### src/rtl/tdc_uart_framer_if.sv
`default_nettype none
// ============================================================================
// Module      : tdc_uart_framer_if
// Description : Valid/ready handshake carrying one TDC count into the framer.
// Revision    : 1.0 - initial release
// ============================================================================
interface tdc_uart_framer_if #(
    parameter int DATA_W = 16
);
    logic [DATA_W-1:0] data_in;
    logic              data_valid;
    logic              data_ready;

    modport master (
        output data_in,
        output data_valid,
        input  data_ready
    );

    modport slave (
        input  data_in,
        input  data_valid,
        output data_ready
    );
endinterface
`default_nettype wire

### src/rtl/tdc_uart_framer.sv
`default_nettype none
// ============================================================================
// Module      : tdc_uart_framer
// Description : Splits a TDC count into bytes and sends them as 8N1 UART.
// Revision    : 1.0 - initial release
// ============================================================================
module tdc_uart_framer #(
    parameter int          DATA_W       = 16,
    parameter int          CLKS_PER_BIT = 87,
    parameter int          SYNC_EN      = 1,
    parameter logic [7:0]  SYNC_BYTE    = 8'hA5
) (
    input  wire logic        clk,
    input  wire logic        reset,
    tdc_uart_framer_if.slave bus,
    output logic             tx,
    output logic             eot,
    output logic             busy
);

    localparam int c_nb      = (DATA_W + 7) / 8;
    localparam int c_total   = c_nb + ((SYNC_EN != 0) ? 1 : 0);
    localparam int c_pad_w   = c_nb * 8;
    localparam int c_frame_w = c_total * 8;
    localparam int c_bit_cw  = $clog2(CLKS_PER_BIT);
    localparam int c_byte_cw = $clog2(c_total + 1);

    localparam logic [c_bit_cw-1:0]  c_bit_last  = c_bit_cw'(CLKS_PER_BIT - 1);
    localparam logic [c_byte_cw-1:0] c_byte_last = c_byte_cw'(c_total - 1);

    typedef enum logic [2:0] {
        S_IDLE  = 3'd0,
        S_START = 3'd1,
        S_DATA  = 3'd2,
        S_STOP  = 3'd3,
        S_DONE  = 3'd4
    } state_t;

    state_t                 r_state;
    logic [c_bit_cw-1:0]    r_bit_cnt;
    logic [2:0]             r_bit_idx;
    logic [c_byte_cw-1:0]   r_byte_cnt;
    logic [7:0]             r_shift;
    logic [c_frame_w-1:0]   r_frame;
    logic                   r_tx;
    logic                   r_eot;
    logic                   r_busy;
    logic                   r_ready;

    logic [c_pad_w-1:0]     w_padded;
    logic [c_frame_w-1:0]   w_frame;
    logic                   w_accept;
    logic                   w_bit_end;

    assign w_padded  = c_pad_w'(bus.data_in);
    assign w_accept  = bus.data_valid & r_ready;
    assign w_bit_end = (r_bit_cnt == c_bit_last);

    // Whole frame is laid out MSB-first so bytes leave from the top.
    generate
        if (SYNC_EN != 0) begin : g_sync
            assign w_frame = {SYNC_BYTE, w_padded};
        end else begin : g_nosync
            assign w_frame = w_padded;
        end
    endgenerate

    always_ff @(posedge clk or posedge reset) begin
        if (reset) begin
            r_state    <= S_IDLE;
            r_bit_cnt  <= '0;
            r_bit_idx  <= '0;
            r_byte_cnt <= '0;
            r_shift    <= '0;
            r_frame    <= '0;
            r_tx       <= 1'b1;
            r_eot      <= 1'b0;
            r_busy     <= 1'b0;
            r_ready    <= 1'b1;
        end else begin
            r_eot <= 1'b0;
            if ((r_state == S_IDLE || r_state == S_DONE) && w_accept) begin
                r_state    <= S_START;
                r_bit_cnt  <= '0;
                r_byte_cnt <= '0;
                r_shift    <= w_frame[c_frame_w-1 -: 8];
                r_frame    <= w_frame << 8;
                r_tx       <= 1'b0;
                r_busy     <= 1'b1;
                r_ready    <= 1'b0;
            end else begin
                case (r_state)
                    S_IDLE: begin
                        r_busy <= 1'b0;
                    end
                    S_START: begin
                        if (w_bit_end) begin
                            r_bit_cnt <= '0;
                            r_bit_idx <= '0;
                            r_tx      <= r_shift[0];
                            r_shift   <= r_shift >> 1;
                            r_state   <= S_DATA;
                        end else begin
                            r_bit_cnt <= r_bit_cnt + 1'b1;
                        end
                    end
                    S_DATA: begin
                        if (w_bit_end) begin
                            r_bit_cnt <= '0;
                            if (r_bit_idx == 3'd7) begin
                                r_tx    <= 1'b1;
                                r_state <= S_STOP;
                            end else begin
                                r_bit_idx <= r_bit_idx + 1'b1;
                                r_tx      <= r_shift[0];
                                r_shift   <= r_shift >> 1;
                            end
                        end else begin
                            r_bit_cnt <= r_bit_cnt + 1'b1;
                        end
                    end
                    S_STOP: begin
                        if (w_bit_end) begin
                            r_bit_cnt <= '0;
                            // Ready rises with eot so the next count lands on the DONE edge.
                            if (r_byte_cnt == c_byte_last) begin
                                r_state <= S_DONE;
                                r_eot   <= 1'b1;
                                r_ready <= 1'b1;
                            end else begin
                                r_byte_cnt <= r_byte_cnt + 1'b1;
                                r_shift    <= r_frame[c_frame_w-1 -: 8];
                                r_frame    <= r_frame << 8;
                                r_tx       <= 1'b0;
                                r_state    <= S_START;
                            end
                        end else begin
                            r_bit_cnt <= r_bit_cnt + 1'b1;
                        end
                    end
                    S_DONE: begin
                        r_busy  <= 1'b0;
                        r_state <= S_IDLE;
                    end
                    default: begin
                        r_state <= S_IDLE;
                    end
                endcase
            end
        end
    end

    assign tx             = r_tx;
    assign eot            = r_eot;
    assign busy           = r_busy;
    assign bus.data_ready = r_ready;

endmodule
`default_nettype wire

### src/flat_wrapper.sv
// flat-port wrapper written by rule: the top's interface ports become plain ports
module tdc_uart_framer_flat 
#(
    parameter int          DATA_W       = 16,
    parameter int          CLKS_PER_BIT = 87,
    parameter int          SYNC_EN      = 1,
    parameter logic [7:0]  SYNC_BYTE    = 8'hA5
)
  (clk, reset, tx, eot, busy, bus_data_in, bus_data_valid, bus_data_ready);
  tdc_uart_framer_if #(.DATA_W(DATA_W)) bus_i ();
  input  wire logic clk;
  input  wire logic reset;
  output logic tx;
  output logic eot;
  output logic busy;
  input wire logic [$bits(bus_i.data_in)-1:0] bus_data_in;
  input wire logic [$bits(bus_i.data_valid)-1:0] bus_data_valid;
  output wire logic [$bits(bus_i.data_ready)-1:0] bus_data_ready;
  assign bus_i.data_in = bus_data_in;
  assign bus_i.data_valid = bus_data_valid;
  assign bus_data_ready = bus_i.data_ready;
  tdc_uart_framer #(.DATA_W(DATA_W), .CLKS_PER_BIT(CLKS_PER_BIT), .SYNC_EN(SYNC_EN), .SYNC_BYTE(SYNC_BYTE)) u_core (.clk(clk), .reset(reset), .bus(bus_i), .tx(tx), .eot(eot), .busy(busy));
endmodule
### config.mk
export PLATFORM = sky130hd
export DESIGN_NAME = tdc_uart_framer_flat
export DESIGN_NICKNAME = d
export VERILOG_FILES = /design/src/rtl/tdc_uart_framer_if.sv /design/src/rtl/tdc_uart_framer.sv /design/src/flat_wrapper.sv
export SDC_FILE = /design/constraint.sdc
export NUM_CORES = 1
export LEC_CHECK = 0
export CORE_MARGIN = 5
export CORE_UTILIZATION = 55
export DETAILED_ROUTE_END_ITERATION = 16
export GPL_TIMING_DRIVEN = 0
export PLACE_DENSITY_LB_ADDON = 0.12
export SLEW_MARGIN = 20
export SYNTH_ARGS = -nofsm -noshare
export SYNTH_HDL_FRONTEND = slang
export SYNTH_SLANG_ARGS = --single-unit
export TNS_END_PERCENT = 100
### constraint.sdc
create_clock -name clk -period 3.51 [get_ports clk]
set_input_delay 0.8775 -clock clk [delete_from_list [all_inputs] [get_ports clk]]
set_output_delay 0.8775 -clock clk [all_outputs]
set_load 0.05 [all_outputs]
Word level (Yosys, flattened, before mapping). Cells that the tools add are included.

Equality and inequality tests: 18. Reduce and logical (&&, ||, !) cells: 18. Bitwise logic cells: 2. Add/sub/neg operators: 3. Multiplexer cells: 46.

Operator list (count): 24-bit 2-to-1 mux (4); 8-bit 2-to-1 mux (6); 3-bit 2-to-1 mux (9); 8-bit case mux with 3 select lines (1); 7-bit 2-to-1 mux (3); 1-bit 2-to-1 mux (16); 5-bit AND reduction (3); 3-bit by 1-bit != test with 1-bit output, second input constant (4); 3-bit case mux with 4 select lines (1); 2-bit nonzero test (6); 2-bit 2-to-1 mux (4); 7-bit by 1-bit adder with 7-bit output, second input constant (1); 7-bit == test, second input constant (1); 3-bit by 2-bit == test with 1-bit output, second input constant (2); 3-bit == test, second input constant (2); 2-bit by 1-bit != test with 1-bit output, second input constant (3); 3-bit by 2-bit != test with 1-bit output, second input constant (2); 3-bit case mux with 2 select lines (1); 3-bit AND reduction (2); 6-bit AND reduction (1); 2-bit != test, second input constant (2); 4-bit nonzero test (1); 3-bit by 1-bit adder with 3-bit output, second input constant (1); 3-bit by 1-bit == test with 1-bit output, second input constant (1); other kinds (10) (10).

Output and inout port bits: 4. Input port bits: 19. Register bits: 51. Word-level logic and storage cells: 97.

Depth between registers and ports, before layout. Gate-level depths: netlist of run 1.

Depth in word-level cells: 5. Gate-level depth with buffers: 7. Depth with buffers taken out: 6.

Least setup slack after synthesis of run 1. Ideal clock, no wire load.

Path kind: input -> register. From: input bus_data_valid. To: register u_core.r_frame[16]. Buffers on the path: 1. Setup time: 0.125 ns. Arrival: 1.835 ns. Required time: 3.385 ns. Setup slack: 1.551 ns. Cell stages on the path: 4. Cells stage by stage: and4bb_2 > buf_2 > mux2_2 > mux2_2.

Longest elaborated chain between the ends: 4. Elaborated cells on any way between the ends: 7.

Ends and longest elaborated chain: start: declaration (line flat_wrapper.sv:17) `input wire logic [$bits(bus_i.data_valid)-1:0] bus_data_valid;`; 1-bit AND (*) (line tdc_uart_framer.sv:56) `assign w_accept = bus.data_valid & r_ready;`; 1-bit logical AND (*) (line tdc_uart_framer.sv:82) `if ((r_state == S_IDLE || r_state == S_DONE) && w_accept) begin`; 2-bit by 1-bit != test with 1-bit output (no line) or 2-bit nonzero test (tied branches); 3-bit AND reduction (no line); end signal: assignment (line tdc_uart_framer.sv:87) `r_frame <= w_frame << 8;`; end signal: assignment (line tdc_uart_framer.sv:133) `r_frame <= r_frame << 8;`; end: declaration (line tdc_uart_framer.sv:44) `logic [c_frame_w-1:0] r_frame;`.

Every way passes the cells marked *; elsewhere a longest branch is shown, timed or not. A chain may end at the register's enable or synchronous reset.

Final worst setup path of run 1.
From: register u_core.r_ready (netlist: u_core.bus.data_ready). To: output bus_data_ready.

RTL lines: start: declaration (line tdc_uart_framer.sv:48) `logic r_ready;`; start signal: assignment (line tdc_uart_framer.sv:79) `r_ready <= 1'b1;`; start signal: assignment (line tdc_uart_framer.sv:90) `r_ready <= 1'b0;`; start signal: assignment (line tdc_uart_framer.sv:129) `r_ready <= 1'b1;`; end: declaration (line flat_wrapper.sv:18) `output wire logic [$bits(bus_i.data_ready)-1:0] bus_data_ready;`.

No word-level cell between the ends.

==> results of run 1 <==
final cells by class:
type / count / area, µm² / area share (%)
flip-flops and latches: 43 / 1079 / 43.16
multi-input cells: 121 / 960.9 / 38.46
repair buffers: 23 / 240.2 / 9.614
clock buffers: 5 / 68.82 / 2.754
well taps: 48 / 60.06 / 2.404
plain buffers: 10 / 56.30 / 2.253
inverters: 5 / 18.77 / 0.7511
clock inverters: 3 / 15.01 / 0.6009
per-layer routing:
metal | vias up | global-route usage (%)
met4 | 0 | 6.054
li1 | 727 | -
met5 | - | 0
met3 | 5 | 4.986
met1 | 739 | 22.87
met2 | 32 | 31.33
cells in the final DEF, fill, tap and decap left out, types with 2 or more instances in the layout:
| master | synthesis | final |
|---|---|---|
| a21oi_1 | 7 | 7 |
| a22o_1 | 10 | 10 |
| a2bb2oi_1 | 4 | 4 |
| a31oi_1 | 4 | 4 |
| and2_1 | 2 | 2 |
| and4bb_2 | 2 | 2 |
| buf_2 | 6 | 6 |
| clkbuf_1 | 2 | 2 |
| clkbuf_8 | 0 | 5 |
| clkdlybuf4s50_1 | 0 | 22 |
| clkinv_2 | 0 | 3 |
| dfrtp_1 | 41 | 41 |
| dfstp_2 | 2 | 2 |
| ha_1 | 5 | 5 |
| inv_1 | 5 | 4 |
| mux2_2 | 18 | 18 |
| mux2i_1 | 7 | 7 |
| nand2_1 | 7 | 7 |
| nand3_1 | 3 | 3 |
| nor2_1 | 9 | 9 |
| nor3_1 | 7 | 7 |
| nor3b_1 | 2 | 2 |
| o2111ai_1 | 2 | 2 |
| o21ai_0 | 5 | 5 |
| o2bb2ai_1 | 4 | 4 |
| or4_1 | 2 | 2 |
| xor2_1 | 3 | 3 |
stage by stage:
step                      power [W]  cells  instance area, µm²
after floorplan           0.0005123    179                2115
after global placement    0.0005340    249                2395
after detailed placement  0.0005378    250                2415
after CTS                 0.0008365    258                2499
after global routing      0.0008624    258                2499
final                     0.0008288    258                2499
kinds of logic (layout without fill, tap and decap cells):
family / count (synthesis) / count (layout)
mux: 25 / 25
flops: 43 / 43
simple gates: 42 / 42
fa+ha+maj: 5 / 5
compound gates: 46 / 46
buf+inv: 15 / 46
xor+xnor: 3 / 3
synthesized netlist by cell type, drive strengths merged:
cell type,instances
and4bb,2
inv,5
o21ba,1
a211oi,1
buf,8
nand4,1
a211o,1
xor2,3
a21oi,7
nor3,7
and3,1
o2bb2ai,4
and2b,1
o2111ai,2
o311ai,1
and2,2
ha,5
nor3b,2
o31a,1
or3b,1
nand3b,1
a2bb2oi,4
clkbuf,2
or3,1
o31ai,2
mux2i,7
a22o,10
dfstp,2
dfrtp,41
a21o,1
a31oi,4
or4,2
o21bai,1
mux2,18
nand2b,1
nand2,7
a22oi,1
nand3,4
nor2,9
o21ai,5
report_power, final:
part,switching (W),internal (W),leakage [nW]
combinational,0.0000124,0.0000198,0.541
sequential,0,0.000495,0.527
clock,0.000165,0.000136,0.0477
worst max path at each step:
stage,depth (start not counted),from,endpoint
2_1_floorplan,4,bus_data_valid,u_core.r_frame[16]
3_3_place_gp,2,reset,u_core.r_bit_idx[2]
3_5_place_dp,7,bus_data_valid,u_core.r_bit_cnt[3]
4_1_cts,1,u_core.bus.data_ready,bus_data_ready
5_1_grt,1,u_core.bus.data_ready,bus_data_ready
6_report,1,u_core.bus.data_ready,bus_data_ready
state kept, by name, indices dropped and copies added (netlist names):
name	count
u_core.bus.data_ready	1
u_core.busy	1
u_core.eot	1
u_core.r_bit_cnt	7
u_core.r_bit_idx	3
u_core.r_byte_cnt	2
u_core.r_frame	16
u_core.r_shift	8
u_core.r_state	3
u_core.tx	1
==> out/qor.yml, run 1 <==
place:
  gp_congestion: 0.8520
  portBuffers: 22
  pre_cts_ws_ps: 854.9
  place_hpwl_mm: 3.092
die:
  die_x_um: 72.01
  boundaryPins: 23
  start_util_pct: 57.33
  row_count: 22
  die_y_um: 72.01
  coreArea_um2: 3689
  die-area_um2: 5185
route:
  wl_met2_mm: 2.162
  finalWirelength_mm: 4.223
  dr_wl_met3_um: 138
  firstDrtPassIters: 6
  first_iter_violations: 89
  drc: 0
  routed.top_layer: "met4"
  wl_met1_mm: 1.871
  antenna_left: 0
  via_per_inst: 5.826
  post_drt_wl_per_cell_um: 16.37
  vias: 1503
hold_path:
  holdCritStartpoint: "u_core.r_bit_cnt[6]"
  hp-class: "register to register"
  whs_path_depth: 1
  min_to: "u_core.r_bit_cnt[6]"
final_layout:
  num-nets-final: 233
  area_growth_pct: 18.17
  final_util_pct: 67.74
  layout-drive-gt1-share_pct: 20.48
  fillers: 299
  antenna_cells: 0
pwr:
  cellLeakagePower_nw: 1.115
  vdd_ir_drop_max_mv: 0.2935
  powerDensity_nw_per_um2: 331.7
yosys:
  ys_seq_area_share_pct: 51.01
  ys_top_cells_by_area: "dfrtp_1, mux2_2, a22o_1"
  synthDistinctLibCells: 44
  synth_nets: 203
  synth_mux_area_share_pct: 12.90
  synthAdderAreaFrac_pct: 2.959
  yosys.area.top_type: "dfrtp_1"
  synth_top_area_share_pct: 48.52
  synth_top_family_by_area: "compound AO/OA/AOI/OAI gates"
  synth-simple-area-share_pct: 11.54
  synth_xor_area_share_pct: 1.243
  synth_seq_cells: 43
  synth_area_um2: 2115
  synth-compound-area-share_pct: 16.80
  synth_warnings: 0
  synth_area_per_cell_um2: 11.81
  synth_cells: 179
setup_path:
  crit_path_top_delay_cell: "clkdlybuf4s50_1"
  required_ps: 2630
  r2r-end: "u_core.r_frame[21]"
  worstSetupPathType: "register to primary output"
  cp_cell_sequence: "clkdlybuf4s50_1"
  critPathMaxStageDelay_ps: 800
  cp_num_buf_inv: 1
  cp-end-kind: "primary output"
  rrSetupSlack_ps: 1400
  cp.arrival_ps: 1650
  r2r_start: "u_core.r_bit_cnt[0]"
  cp_max_fo: 4
  start_kind: "register"
  crit_family: "buffers and inverters"
  r2r_cells: 6
clocking:
  cts_setup_buffers: 0
  numCtsBuffers: 5
  htreeDepth: 2
  clock_path_buffers: 2
  clk_pin_slew_ps: 80
  cts_sinks: 43
  tritoncts: "built"
  clock-root-buffer: "clkbuf_8"
  cts_resized: 0
  cts-hold-fix-buffers: 0
  clk_latency_ps: 300
sta:
  fin_crit_sh_pct: 72.12
  layout_setup_ws_ps: 978.7
  whs_ps: 489.4
  setup_viol: 0
  max_freq_mhz: 395.0
  finalClockSkew_ps: 10.19
  drv_slew: 0
  tightest_slew_ps: 552.0
  slew_headroom_pct: 63.03
  finalCriticalPeriod_ps: 2531
  fin_setup_tns_ps: 0
  rsz0062_at_grt: "false"
  finalHoldViolCount: 0
status:
  status: "completed"
grt:
  first_global_vias: 1585
  grt_max_degree: 32
  overflow: 0
  grt_pass1_wl_mm: 7.472
  antenna_found_initial: 0
  grt_use_total_pct: 18.47
flow_run:
  cap_violations: 0
(Power assumes the default switching activity.)
==> run 2: changes to the inputs <==
==> constraint.sdc (replaced) <==
create_clock -name clk -period 2.6 [get_ports clk]
set_input_delay 0.65 -clock clk [delete_from_list [all_inputs] [get_ports clk]]
set_output_delay 0.65 -clock clk [all_outputs]
set_load 0.05 [all_outputs]
==> results of run 2 <==
Same layout as run 1 (identical final DEF). Status: completed.
Among the figures that moved: setup slack after placement 854.9 ps -> 172.4 ps; setup slack after layout 978.7 ps -> 296.2 ps; register-to-register setup slack 1400 ps -> 490 ps; total power 0.0008288 W -> 0.001119 W; worst IR drop on VDD 0.2935 mV -> 0.3962 mV
